===== src/rtl/jam_cost_loader_pkg.sv =====
// jam_pkg: shared types and sizes for the JAM cost-matrix loader.
// Used by jam_cost_loader, its stream interface and jam_cost_bank.
package jam_pkg;

  localparam int N      = 8;
  localparam int COST_W = 7;
  localparam int IDX_W  = 3;
  localparam int ENT_W  = 6;

  localparam logic [ENT_W-1:0] LAST_ENT = 6'd63;

  typedef logic [COST_W-1:0] cost_t;

  typedef enum logic {
    LOAD,
    SERVE
  } ld_state_e;

  function automatic logic [ENT_W-1:0] ent_addr(
    input logic [IDX_W-1:0] w,
    input logic [IDX_W-1:0] j
  );
    return {w, j};
  endfunction

endpackage


===== src/rtl/jam_cost_loader_if.sv =====
// jam_cost_loader_if: valid/ready stream of cost entries into the loader.
// master = upstream producer, slave = jam_cost_loader.
interface jam_cost_loader_if;
  import jam_pkg::*;

  logic  in_valid;
  logic  in_ready;
  cost_t in_data;
  logic  in_last;

  modport master (
    output in_valid,
    output in_data,
    output in_last,
    input  in_ready
  );

  modport slave (
    input  in_valid,
    input  in_data,
    input  in_last,
    output in_ready
  );

endinterface


===== src/rtl/jam_cost_loader_bank.sv =====
// jam_cost_bank: 8x8 cost table, synchronous write and clear,
// combinational (W,J) read.
module jam_cost_bank
  import jam_pkg::*;
(
  input  logic             clk,
  input  logic             rst_n,
  input  logic             we,
  input  logic [ENT_W-1:0] waddr,
  input  cost_t            wdata,
  input  logic [IDX_W-1:0] W,
  input  logic [IDX_W-1:0] J,
  output cost_t            rdata
);

  cost_t r_mem [N*N];

  always_ff @(posedge clk) begin
    if (!rst_n) begin
      for (int i = 0; i < N*N; i++) begin
        r_mem[i] <= '0;
      end
    end else if (we) begin
      r_mem[waddr] <= wdata;
    end
  end

  assign rdata = r_mem[ent_addr(W, J)];

endmodule


===== src/rtl/jam_cost_loader.sv =====
// jam_cost_loader: buffers an 8x8 cost matrix for the JAM engine.
// Define JAM_COST_DBUF_EN for a second bank that loads while serving.
module jam_cost_loader
  import jam_pkg::*;
(
  input  logic             CLK,
  input  logic             RST_N,
  jam_cost_loader_if.slave s_in,
  input  logic [IDX_W-1:0] W,
  input  logic [IDX_W-1:0] J,
  output cost_t            Cost,
  output logic             tbl_valid,
  input  logic             eng_done,
  output logic             err,
  output logic [7:0]       frame_cnt
);

  ld_state_e        r_state;
  logic [ENT_W-1:0] r_cnt;
  logic             r_tbl_valid;
  logic             r_err;
  logic             r_eng_done_q;
  logic [7:0]       r_frame_cnt;

  logic  w_ready;
  logic  w_xfer;
  logic  w_at_end;
  logic  w_good;
  logic  w_bad;
  logic  w_done_evt;
  cost_t w_rd;

  assign s_in.in_ready = w_ready;

  assign w_xfer     = s_in.in_valid && w_ready;
  assign w_at_end   = (r_cnt == LAST_ENT);
  assign w_good     = w_xfer && w_at_end && s_in.in_last;
  assign w_bad      = w_xfer && (w_at_end ^ s_in.in_last);
  assign w_done_evt = eng_done && !r_eng_done_q;

`ifdef JAM_COST_DBUF_EN

  logic  r_rd_bank;
  logic  r_pend;
  logic  r_regap;
  logic  w_wr_bank;
  logic  w_serving;
  logic  w_pend_n;
  cost_t w_rd0;
  cost_t w_rd1;

  assign w_wr_bank = ~r_rd_bank;
  assign w_ready   = !r_pend;
  assign w_serving = (r_state == SERVE);
  assign w_pend_n  = r_pend || (w_good && w_serving);
  assign w_rd      = r_rd_bank ? w_rd1 : w_rd0;

  jam_cost_bank u_bank0 (
    .clk   (CLK),
    .rst_n (RST_N),
    .we    (w_xfer && !w_wr_bank),
    .waddr (r_cnt),
    .wdata (s_in.in_data),
    .W     (W),
    .J     (J),
    .rdata (w_rd0)
  );

  jam_cost_bank u_bank1 (
    .clk   (CLK),
    .rst_n (RST_N),
    .we    (w_xfer && w_wr_bank),
    .waddr (r_cnt),
    .wdata (s_in.in_data),
    .W     (W),
    .J     (J),
    .rdata (w_rd1)
  );

  always_ff @(posedge CLK) begin
    if (!RST_N) begin
      r_state      <= LOAD;
      r_cnt        <= '0;
      r_tbl_valid  <= 1'b0;
      r_err        <= 1'b0;
      r_eng_done_q <= 1'b0;
      r_frame_cnt  <= '0;
      r_rd_bank    <= 1'b0;
      r_pend       <= 1'b0;
      r_regap      <= 1'b0;
    end else begin
      r_eng_done_q <= eng_done;
      r_err        <= 1'b0;
      r_regap      <= 1'b0;
      if (r_regap) begin
        r_tbl_valid <= 1'b1;
      end
      if (w_xfer) begin
        unique case (1'b1)
          w_good: begin
            r_frame_cnt <= r_frame_cnt + 8'd1;
            r_cnt       <= '0;
          end
          w_bad: begin
            r_err <= 1'b1;
            r_cnt <= '0;
          end
          default: r_cnt <= r_cnt + 1'b1;
        endcase
      end
      // Swap gives a one-cycle tbl_valid gap so the engine re-arms.
      if (w_serving && w_done_evt) begin
        r_pend      <= 1'b0;
        r_tbl_valid <= 1'b0;
        if (w_pend_n) begin
          r_rd_bank <= ~r_rd_bank;
          r_regap   <= 1'b1;
        end else begin
          r_state <= LOAD;
        end
      end else if (w_good && !w_serving) begin
        r_rd_bank   <= ~r_rd_bank;
        r_tbl_valid <= 1'b1;
        r_state     <= SERVE;
      end else begin
        r_pend <= w_pend_n;
      end
    end
  end

`else

  assign w_ready = (r_state == LOAD);

  jam_cost_bank u_bank (
    .clk   (CLK),
    .rst_n (RST_N),
    .we    (w_xfer),
    .waddr (r_cnt),
    .wdata (s_in.in_data),
    .W     (W),
    .J     (J),
    .rdata (w_rd)
  );

  always_ff @(posedge CLK) begin
    if (!RST_N) begin
      r_state      <= LOAD;
      r_cnt        <= '0;
      r_tbl_valid  <= 1'b0;
      r_err        <= 1'b0;
      r_eng_done_q <= 1'b0;
      r_frame_cnt  <= '0;
    end else begin
      r_eng_done_q <= eng_done;
      r_err        <= 1'b0;
      unique case (r_state)
        LOAD: begin
          if (w_xfer) begin
            unique case (1'b1)
              w_good: begin
                r_state     <= SERVE;
                r_tbl_valid <= 1'b1;
                r_frame_cnt <= r_frame_cnt + 8'd1;
                r_cnt       <= '0;
              end
              w_bad: begin
                r_err <= 1'b1;
                r_cnt <= '0;
              end
              default: r_cnt <= r_cnt + 1'b1;
            endcase
          end
        end
        SERVE: begin
          if (w_done_evt) begin
            r_state     <= LOAD;
            r_tbl_valid <= 1'b0;
          end
        end
        default: r_state <= LOAD;
      endcase
    end
  end

`endif

  assign Cost      = r_tbl_valid ? w_rd : '0;
  assign tbl_valid = r_tbl_valid;
  assign err       = r_err;
  assign frame_cnt = r_frame_cnt;

endmodule


===== src/flat_wrapper.sv =====
// flat-port wrapper written by rule: the top's interface ports become plain ports
module jam_cost_loader_flat import jam_pkg::*;
  (CLK, RST_N, W, J, Cost, tbl_valid, eng_done, err, frame_cnt, s_in_in_valid, s_in_in_data, s_in_in_last, s_in_in_ready);
  jam_cost_loader_if s_in_i ();
  input  logic CLK;
  input  logic RST_N;
  input  logic [IDX_W-1:0] W;
  input  logic [IDX_W-1:0] J;
  output cost_t Cost;
  output logic tbl_valid;
  input  logic eng_done;
  output logic err;
  output logic [7:0] frame_cnt;
  input wire logic [$bits(s_in_i.in_valid)-1:0] s_in_in_valid;
  input wire logic [$bits(s_in_i.in_data)-1:0] s_in_in_data;
  input wire logic [$bits(s_in_i.in_last)-1:0] s_in_in_last;
  output wire logic [$bits(s_in_i.in_ready)-1:0] s_in_in_ready;
  assign s_in_i.in_valid = s_in_in_valid;
  assign s_in_i.in_data = s_in_in_data;
  assign s_in_i.in_last = s_in_in_last;
  assign s_in_in_ready = s_in_i.in_ready;
  jam_cost_loader u_core (.CLK(CLK), .RST_N(RST_N), .s_in(s_in_i), .W(W), .J(J), .Cost(Cost), .tbl_valid(tbl_valid), .eng_done(eng_done), .err(err), .frame_cnt(frame_cnt));
endmodule

===== config.mk =====
export PLATFORM = sky130hd
export DESIGN_NAME = jam_cost_loader_flat
export DESIGN_NICKNAME = d
export VERILOG_FILES = /design/src/rtl/jam_cost_loader_pkg.sv /design/src/rtl/jam_cost_loader_if.sv /design/src/rtl/jam_cost_loader_bank.sv /design/src/rtl/jam_cost_loader.sv /design/src/flat_wrapper.sv
export SDC_FILE = /design/constraint.sdc
export NUM_CORES = 1
export LEC_CHECK = 0
export ABC_AREA = 1
export BUFFER_PORTS_ARGS = -buffer_cell sky130_fd_sc_hd__buf_4
export CAP_MARGIN = 20
export CORE_MARGIN = 2
export CORE_UTILIZATION = 25
export CTS_CLUSTER_DIAMETER = 50
export DETAILED_ROUTE_END_ITERATION = 16
export GPL_TIMING_DRIVEN = 0
export HOLD_SLACK_MARGIN = 0.08
export PLACE_DENSITY = 0.38
export SETUP_SLACK_MARGIN = 0.15
export SLEW_MARGIN = 20
export SYNTH_ARGS = -nofsm -noshare
export SYNTH_HDL_FRONTEND = slang
export SYNTH_SLANG_ARGS = --single-unit
export TNS_END_PERCENT = 100

===== constraint.sdc =====
create_clock -name CLK -period 4.75 [get_ports CLK]
set_clock_uncertainty 0.2 [all_clocks]
set_input_delay 0.2375 -clock CLK [delete_from_list [all_inputs] [get_ports CLK]]
set_output_delay 0.2375 -clock CLK [all_outputs]
set_load 0.005 [all_outputs]

==> results of run 1 <==
-- placed cells by master (no fill, tap or decap), types with 3 or more instances in the layout --
master,count
nand2_1,702
clkinv_4,4
clkbuf_8,3
nor4_4,6
nor3_1,11
clkinv_2,7
o21ai_1,5
clkbuf_1,81
clkbuf_16,75
inv_2,11
inv_1,25
buf_2,45
inv_6,10
nor3_4,4
clkinvlp_4,3
nand3_1,381
nor2_1,460
buf_1,12
a21oi_1,19
nor2_2,4
buf_4,48
nand2_2,3
clkinv_1,13
o21ai_0,5
edfxtp_1,448
xor2_1,3
dfxtp_1,18
bufinv_16,5
dlygate4sd3_1,11
-- stage by stage --
stage               std cells  setup WS [ns]  power [W]  hold WS, ns  cell area, um^2
detailed placement       3445           1.36    0.00559        0.237            23200
floorplan                2268           2.72    0.00518        0.135            21500
finish                   3587           1.29     0.0108        0.152            25700
CTS                      3587           1.46     0.0109        0.129            25700
global placement         3444           1.08    0.00558        0.236            23100
global route             3587           1.28     0.0111        0.196            25700
-- cell families after synthesis --
kind of cell,count (synthesis)
AO/OA/AOI/OAI,31
XOR/XNOR,4
adder cells (fa/ha/maj),2
buffers and inverters,186
flip-flops,466
AND/OR/NAND/NOR,1579
-- final cells by class --
cell class / instances / area, um^2
fill: 9045 / 59500
sequential: 466 / 13800
multi-input combinational: 1616 / 6850
clock buffer: 86 / 1950
tap: 1144 / 1430
buffer: 148 / 674
clock inverter: 45 / 429
timing repair buffer: 44 / 362
inverter: 38 / 146
-- worst max-delay path, stage by stage --
cell and delay (ns):
buf_4 0.11, buf_2 0.26, buf_1 0.85, nand3_1 0.35, nand2_1 0.20, nand2_1 0.07
nand3_1 0.15, nand3_1 0.10, a21oi_1 0.46, buf_4 0.21
-- power groups by stage --
| stage | registers [W] | logic, W | clock network, W |
|---|---|---|---|
| after floorplan | 0.00474 | 0.000436 | 0 |
| after global placement | 0.00476 | 0.000824 | 0 |
| after detailed placement | 0.00476 | 0.000828 | 0 |
| after CTS | 0.00468 | 0.000837 | 0.00537 |
| after global routing | 0.00469 | 0.000891 | 0.00553 |
| final | 0.00468 | 0.000836 | 0.00528 |
-- per-layer routing --
layer,track usage,vias up,share of wire
li1,-,7896,-
met1,0.276,8592,0.44
met2,0.321,625,0.46
met3,0.0305,150,0.065
met4,0.0732,2,0.034
met5,0,-,0.00013
-- path summary, 6_finish.rpt --
check | to | slack (ns) | cells after the start
worst max-delay path | Cost[3] | 1.29 | 10
worst min-delay path | u_core.r_eng_done_q$_SDFF_PN0_ | 0.15 | 4
worst max register to register | u_core.u_bank.r_mem[28][0]$_SDFFCE_PN0P_ | 1.40 | 7
worst min register to register | u_core.frame_cnt[1]$_SDFFE_PN0P_ | 0.30 | 2
-- state kept, by name, indices dropped and copies added (netlist names) --
signal               flops
u_core.r_cnt             6
u_core.tbl_valid         1
u_core.err               1
u_core.r_eng_done_q      1
u_core.frame_cnt         8
u_core.u_bank.r_mem    448
u_core.r_state           1
==> results.py, run 1 <==
metrics = {
    "floorplan": {
        "fp.dieW_um": 297,
        "rows": 107,
        "io_pins": 36,
        "die_y_um": 297,
        "die-area_mm2": 0.0882,
        "core_mm2": 0.0851,
        "start_util": 0.252,
    },
    "yosys": {
        "yosysTopAreaCell": "edfxtp_1",
        "synth_edf_count": 448,
        "synth_adder_area_share": 0.00117,
        "synth_ff_type": "edfxtp_1",
        "syn_area_mm2": 0.0215,
        "yosysWarnings": 0,
        "synthTopCellsByArea": "edfxtp_1, nand2_1, nand3_1, nor2_1, dfxtp_1",
        "synthCells": 2268,
        "synth_top_area_share": 0.627,
        "async_reset_ff_frac": 0,
        "synth_top_family_by_area": "simple AND/OR/NAND/NOR gates",
        "syn-mean-instance-area_um2": 9.46,
        "synth_compound_area_frac": 0.00746,
        "muxShareOfSynthArea": 0,
        "synth-seq-cells": 466,
        "yosys.cell_count.top_type": "nand2_1",
        "synth_nets": 2288,
        "synth_xor_area_frac": 0.00163,
        "synth-simple-area-share": 0.308,
        "yosysSeqAreaShare": 0.644,
        "synth_cell_types": 32,
        "synth.top_cells.by_count": "nand2_1, nor2_1, edfxtp_1",
    },
    "clocking": {
        "clock_path_buffers": 3,
        "cts_root_buf": "clkbuf_16",
        "clock_sinks": 466,
        "ctsResizeCount": 0,
        "holdBufCountCts": 11,
        "htree_num_levels": 3,
        "clkTransAtPathRegs_ns": 0.05,
        "cts_tree": "yes",
        "cts_buffers": 71,
        "insertion_delay_ns": 0.62,
        "post-cts-setup-buffers": 0,
    },
    "power_and_ir_drop": {
        "swShare": 0.256,
        "clkPwrFrac": 0.489,
        "power.density_mw_per_mm2": 421,
        "p_switching_w": 0.00276,
        "p_int_w": 0.00803,
        "leakage_nw": 9.99,
        "max-vdd-ir-drop_mv": 0.246,
        "combPwrFrac": 0.077,
        "seq_power_share": 0.433,
    },
    "sta": {
        "fin_tns_setup_ns": 0,
        "drv_slew": 0,
        "finalCritPeriodShare": 0.728,
        "slew_headroom": 0.207,
        "fin_crit_ns": 3.46,
        "setup_violations": 0,
        "hold_viol": 0,
        "fmax_mhz": 289,
        "worst_pin_slew_ns": 1.18,
        "rsz0062_at_grt": "no",
    },
    "drt": {
        "routed_wirelength_um": 89500,
        "ant_nets": 0,
        "viasPerCell": 4.81,
        "dr.pass1.iters": 6,
        "drc": 0,
        "drt_iter0_markers": 1668,
        "vias": 17300,
        "wire_per_inst_um": 24.9,
    },
    "finish": {
        "final_util": 0.301,
        "syn_to_final_growth_pct": 19.5,
        "diodes": 0,
        "drive_above_1_share": 0.0982,
        "nNetsFinal": 2405,
    },
    "setup_path": {
        "crit_path_start": "J[2]",
        "critPathKind": "input port to output pin",
        "worstPathMaxFanout": 10,
        "regToRegStartpoint": "u_core.r_state$_SDFF_PN0_",
        "arrival_ns": 3.02,
        "required_ns": 4.31,
        "cp-start-kind": "input port",
        "end_kind": "output pin",
    },
    "grt": {
        "antenna_found_initial": 4,
        "overflow": 0,
        "grt_max_degree": 13,
        "grt_pass1_wl_um": 125000,
        "grt_pass1_vias": 16800,
        "grt_use_total": 0.201,
    },
    "outcome": {
        "status": "completed",
    },
    "placed_design": {
        "hpwl_um": 63100,
        "portBuffers": 32,
        "gp_congestion": 0.912,
    },
    "min_path": {
        "hold_start": "eng_done",
        "hold_path.class": "input port to register",
    },
    "job": {
        "drv_cap": 0,
    },
}
No activity file was read; power rests on OpenSTA's default activity.
==> run 2, diff against run 1 <==
Settings changed: ABC_AREA 1 to 0.
Clock period 4.75 ns to 3.2 ns, I/O delays scaled along.
==> run 2 against run 1 <==
Compared with the run above:
- sequential share of layout area fell by 2.1 points
- clock-buffer cell count fell by 1
- sequential power rose by 48%
- largest power group unchanged
- highest routed layer is now met4
- critical endpoint unchanged
- wire length fell by 12%
- flip-flop and latch count did not move
- power rose by 50%
- critical path depth fell by 5
- worst hold slack improved by 0.097 ns
- die area rose by 1.9%
- final area rose by 4.0%
==> results.py, run 2 <==
metrics = {
    "setup_path": {
        "max_stage_delay_ns": 0.58,
        "reg2regPathDepth": 5,
        "crit_chain": "mux4_2 -> mux4_2 -> nand2b_4 -> a32o_2 -> buf_6",
        "cp-start-kind": "register",
        "critical_path.top_delay_family": "multiplexers",
        "end_kind": "output pin",
        "required_ns": 2.84,
        "r2r_slack_ns": 0.21,
        "critPathBufInv": 1,
        "critPathSlowestCell": "mux4_2",
        "crit_cells": 5,
        "critPathKind": "register to output pin",
        "r2r_end": "u_core.u_bank.r_mem[0][6]$_SDFFCE_PN0P_",
        "arrival_ns": 2.73,
        "regToRegStartpoint": "u_core.r_cnt[1]$_SDFFE_PN0P_",
        "worstPathMaxFanout": 1,
        "cpMostUsedCell": "mux4_2",
    },
    "yosys": {
        "synth.top_cells.by_count": "and2_1, edfxtp_1, mux4_2",
        "synthTopCellsByArea": "edfxtp_1, and2_1, mux4_2, dfxtp_1, o21ai_0",
        "synth_top_area_share": 0.615,
        "syn_area_mm2": 0.0219,
        "synth_ff_type": "edfxtp_1",
        "syn-mean-instance-area_um2": 14.5,
        "synth_nets": 1533,
        "yosysSeqAreaShare": 0.632,
        "synth-seq-cells": 466,
        "yosys.cell_count.top_type": "and2_1",
        "synth_cell_types": 50,
        "yosysTopAreaCell": "edfxtp_1",
        "yosysWarnings": 0,
        "synthCells": 1513,
        "synth_edf_count": 448,
        "async_reset_ff_frac": 0,
    },
    "placed_design": {
        "gp_congestion": 0.858,
        "hpwl_um": 55500,
        "dp.cells": 2700,
        "portBuffers": 25,
    },
    "floorplan": {
        "io_pins": 36,
        "die_y_um": 300,
        "core_mm2": 0.0868,
        "die-area_mm2": 0.0899,
        "start_util": 0.252,
        "fp.dieW_um": 300,
        "rows": 108,
    },
    "clocking": {
        "clkTransAtPathRegs_ns": 0.05,
        "clock_sinks": 466,
        "cts_tree": "yes",
        "clock_path_buffers": 3,
        "cts_root_buf": "clkbuf_16",
        "cts_buffers": 75,
        "post-cts-setup-buffers": 0,
        "insertion_delay_ns": 0.62,
        "htree_num_levels": 3,
    },
    "sta": {
        "slew_headroom": 0.0850,
        "hold_viol": 0,
        "rsz0062_at_grt": "yes",
        "fin_crit_ns": 3.09,
        "finalCritPeriodShare": 0.967,
        "fmax_mhz": 323,
        "worst_pin_slew_ns": 1.37,
        "drv_slew": 0,
        "setup_violations": 0,
    },
    "grt": {
        "grt_max_degree": 13,
        "grt_use_total": 0.179,
        "antenna_found_initial": 7,
        "grt_pass1_wl_um": 111000,
        "overflow": 0,
        "grt_pass1_vias": 14100,
    },
    "drt": {
        "dr.pass1.iters": 5,
        "ant_nets": 0,
        "routed_wirelength_um": 79100,
        "viasPerCell": 4.71,
        "drc": 0,
        "drt_iter0_markers": 1098,
        "vias": 13400,
        "wire_per_inst_um": 27.8,
    },
    "power_and_ir_drop": {
        "p_total_w": 0.0162,
        "leakage_nw": 9.38,
        "power.density_mw_per_mm2": 608,
        "max-vdd-ir-drop_mv": 0.376,
    },
    "min_path": {
        "hold_start": "eng_done",
        "holdPathStages": 4,
        "min_to": "u_core.r_state$_SDFF_PN0_",
        "hold_path.class": "input port to register",
    },
    "outcome": {
        "status": "completed",
    },
    "finish": {
        "layout_commonest_cell": "and2_1",
        "largest_register": "u_core.u_bank.r_mem",
        "nNetsFinal": 1653,
        "syn_to_final_growth_pct": 22.0,
        "largest_reg_flops": 448,
        "multiInputGateArea_mm2": 0.00786,
        "register_area_mm2": 0.0138,
        "fillCellCount": 8731,
        "drive_above_1_share": 0.248,
        "stdcell_count": 2847,
        "layout.cells.most_common_list": "and2_1, edfxtp_1, mux4_2",
    },
    "job": {
        "drv_cap": 0,
    },
}
[run 2: tightest hold or removal path, stage by stage]
cell and delay, ns:
dlygate4sd3_1 0.53, buf_4 0.12, a21oi_1 0.05, o21a_1 0.15
[run 2: power by group]
group	switching (W)	internal (W)	total [W]
combinational	0.000735	0.000360	0.00109
sequential	0.0000580	0.00688	0.00693
clock	0.00315	0.00503	0.00819
total	0.00395	0.0123	0.0162
[run 2: stage by stage]
step,hold slack (ns),setup TNS (ns),util,setup WS [ns],instance area (um^2)
floorplan,0.0873,0,-,0.679,21900
global placement,0.194,-137.92,0.271,-0.753,23500
detailed placement,0.206,-32.73,0.272,-0.313,23600
CTS,0.209,0,0.306,0.108,26500
global route,0.240,0,0.307,0.0597,26700
finish,0.249,0,0.307,0.107,26700
[run 2: cell families after synthesis]
family | after synthesis | share of synthesized area
AND/OR/NAND/NOR | 632 | 0.168
flip-flops | 466 | 0.632
multiplexers | 149 | 0.132
AO/OA/AOI/OAI | 126 | 0.0350
buffers and inverters | 126 | 0.0273
XOR/XNOR | 12 | 0.00481
adder cells (fa/ha/maj) | 2 | 0.00114
[run 2: area by class of cell]
class | count | area share
diodes | 1 | 0.0000938
clock inverters | 50 | 0.0212
multi-input cells | 921 | 0.295
flip-flops and latches | 466 | 0.518
repair buffers | 44 | 0.0136
inverters | 4 | 0.000563
clock buffers | 85 | 0.0733
well taps | 1155 | 0.0542
plain buffers | 121 | 0.0244
[run 2: worst max-delay path by stage]
stage / start / end / slack [ns]
after floorplan: u_core.r_cnt[1]$_SDFFE_PN0P_ / u_core.u_bank.r_mem[16][0]$_SDFFCE_PN0P_ / 0.68
after global placement: u_core.r_cnt[1]$_SDFFE_PN0P_ / u_core.u_bank.r_mem[23][4]$_SDFFCE_PN0P_ / -0.75
after detailed placement: u_core.r_cnt[1]$_SDFFE_PN0P_ / u_core.u_bank.r_mem[39][1]$_SDFFCE_PN0P_ / -0.31
after CTS: u_core.u_bank.r_mem[25][3]$_SDFFCE_PN0P_ / Cost[3] / 0.11
after global routing: u_core.u_bank.r_mem[25][3]$_SDFFCE_PN0P_ / Cost[3] / 0.06
final: u_core.u_bank.r_mem[25][3]$_SDFFCE_PN0P_ / Cost[3] / 0.11
[run 2: repair_timing]
item | in CTS | in global routing
setup endpoints to repair | 463 | 241
hold buffers | 12 | 0
pin swaps | 3 | 3
endpoints found under the hold margin | 42 | 0
gates resized for setup | 99 | 33
[run 2: routing by layer]
metal	up-vias	part of all wire	track usage	wire (um)
met4	0	0.028	0.0563	2250
li1	5838	-	-	-
met1	7058	0.45	0.247	35700
met3	109	0.050	0.0298	3950
met2	398	0.47	0.287	37200
met5	-	0	0	0
==> run 3, diff against run 2 <==
Settings changed: RECOVER_POWER from default to 50.
==> run 3 against run 2 <==
Compared with the run above:
- register-to-register slack lost 0.06 ns
- critical path depth stayed put
- wire length is essentially flat
- global-route usage is the same
- combinational power is essentially flat
- sequential power about the same
- die area did not move
- final cell count is the same
- clock power hardly changed
- clock-buffer cell count did not move
==> results.py, run 3 (synthesis gave the netlist of run 2 again) <==
metrics = {
    "finish": {
        "syn_to_final_growth_pct": 21.6,
        "final_util": 0.306,
        "fillCellCount": 8752,
        "drive_above_1_share": 0.236,
        "stdcell_count": 2847,
        "layout_commonest_cell": "edfxtp_1",
        "largest_reg_flops": 448,
        "largest_register": "u_core.u_bank.r_mem",
        "layout.cells.most_common_list": "edfxtp_1, and2_1, and2_0",
        "final_cell_area_mm2": 0.0266,
        "nNetsFinal": 1653,
    },
    "drt": {
        "drc": 0,
        "ant_nets": 0,
        "dr.pass1.iters": 5,
        "drt_iter0_markers": 1048,
        "viasPerCell": 4.70,
        "wire_per_inst_um": 27.8,
        "vias": 13400,
        "routed_wirelength_um": 79100,
    },
    "clocking": {
        "clock_path_buffers": 3,
        "cts_buffers": 75,
        "cts_root_buf": "clkbuf_16",
        "clkTransAtPathRegs_ns": 0.05,
        "insertion_delay_ns": 0.62,
        "cts_tree": "yes",
        "htree_num_levels": 3,
        "post-cts-setup-buffers": 0,
        "clock_sinks": 466,
    },
    "placed_design": {
        "gp_congestion": 0.858,
        "dpl_cell_area_mm2": 0.0236,
        "dp.cells": 2700,
        "portBuffers": 25,
        "post-place-ws_ns": -0.313,
        "hpwl_um": 55500,
    },
    "min_path": {
        "hold_start": "eng_done",
        "min_to": "u_core.r_state$_SDFF_PN0_",
        "holdPathStages": 4,
        "hold_path.class": "input port to register",
    },
    "setup_path": {
        "r2r_end": "u_core.u_bank.r_mem[23][4]$_SDFFCE_PN0P_",
        "reg2regPathDepth": 5,
        "critPathKind": "register to output pin",
        "required_ns": 2.84,
        "r2r_slack_ns": 0.15,
        "arrival_ns": 2.72,
        "worstPathMaxFanout": 1,
        "end_kind": "output pin",
        "regToRegStartpoint": "u_core.r_cnt[1]$_SDFFE_PN0P_",
        "cp-start-kind": "register",
    },
    "floorplan": {
        "start_util": 0.252,
        "core_mm2": 0.0868,
        "rows": 108,
        "io_pins": 36,
        "die_y_um": 300,
        "die-area_mm2": 0.0899,
        "fp.dieW_um": 300,
    },
    "grt": {
        "grt_pass1_wl_um": 111000,
        "antenna_found_initial": 7,
        "overflow": 0,
        "grt_use_total": 0.179,
        "grt_pass1_vias": 14100,
        "grt_max_degree": 13,
    },
    "sta": {
        "slew_headroom": 0.0925,
        "fin_tns_setup_ns": 0,
        "finalCritPeriodShare": 0.964,
        "rsz0062_at_grt": "yes",
        "drv_slew": 0,
        "worst_pin_slew_ns": 1.36,
        "setup_violations": 0,
        "hold_viol": 0,
        "fmax_mhz": 324,
        "fin_crit_ns": 3.08,
        "fin_ws_ns": 0.117,
    },
    "job": {
        "drv_cap": 0,
    },
    "power_and_ir_drop": {
        "max-vdd-ir-drop_mv": 0.377,
        "power.density_mw_per_mm2": 610,
        "leakage_nw": 9.17,
    },
    "outcome": {
        "status": "completed",
    },
}
[run 3: cell types whose count changed in the layout (fill, tap and decap cells not counted), moves of 6 or more]
| cell | change |
|---|---|
| and2_0 | +186 |
| and2_1 | -186 |
| buf_4 | -12 |
| clkbuf_4 | +10 |
| nor2_1 | +7 |
| nor2_2 | -6 |
| o21ai_1 | +7 |
| o21ai_2 | -7 |
[run 3: cell type report]
class	count	area, um^2	share of cell area
Antenna cell	1	2.50	0.0000941
Buffer	121	651	0.0245
Clock buffer	85	1960	0.0735
Clock inverter	50	566	0.0213
Inverter	4	15.0	0.000565
Multi-Input combinational cell	921	7790	0.293
Sequential cell	466	13800	0.520
Tap cell	1155	1450	0.0544
Timing Repair Buffer	44	355	0.0134
[run 3: worst max path at each step]
stage | startpoint | to | slack (ns) | cells past startpoint
floorplan | u_core.r_cnt[1]$_SDFFE_PN0P_ | u_core.u_bank.r_mem[16][0]$_SDFFCE_PN0P_ | 0.68 | 5
global placement | u_core.r_cnt[1]$_SDFFE_PN0P_ | u_core.u_bank.r_mem[23][4]$_SDFFCE_PN0P_ | -0.75 | 5
detailed placement | u_core.r_cnt[1]$_SDFFE_PN0P_ | u_core.u_bank.r_mem[39][1]$_SDFFCE_PN0P_ | -0.31 | 5
CTS | u_core.u_bank.r_mem[25][3]$_SDFFCE_PN0P_ | Cost[3] | 0.11 | 5
global route | u_core.u_bank.r_mem[25][3]$_SDFFCE_PN0P_ | Cost[3] | 0.06 | 5
finish | u_core.u_bank.r_mem[25][3]$_SDFFCE_PN0P_ | Cost[3] | 0.12 | 5
[run 3: per-layer routing]
layer  vias up  GRT usage  wire (um)
met5         -          0          0
met4         0     0.0563       2190
met3       111     0.0298       4200
met2       395      0.287      37200
met1      7049      0.247      35600
li1       5836          -          -
[run 3: critical path, stage by stage, from the launching register on]
cell and delay (ns):
edfxtp_1 0.39, mux4_2 0.49, mux4_2 0.58, nand2b_4 0.17
a32o_2 0.33, buf_6 0.13
[run 3: timing repair]
action	in CTS	in global routing
endpoints found under the hold margin	42	0
hold buffers	12	0
resized for setup	99	33
pin swaps	3	3
setup endpoints to repair	463	241
[run 3: metrics by stage]
step,hold slack [ns],total power (W)
after global placement,0.194,0.00809
after floorplan,0.0873,0.00759
after detailed placement,0.206,0.00811
after CTS,0.209,0.0164
final,0.245,0.0162
after global routing,0.240,0.0167
[run 3: power by group]
part | switching (W) | internal (W)
logic | 0.000733 | 0.000356
registers | 0.0000577 | 0.00688
clock network | 0.00317 | 0.00503
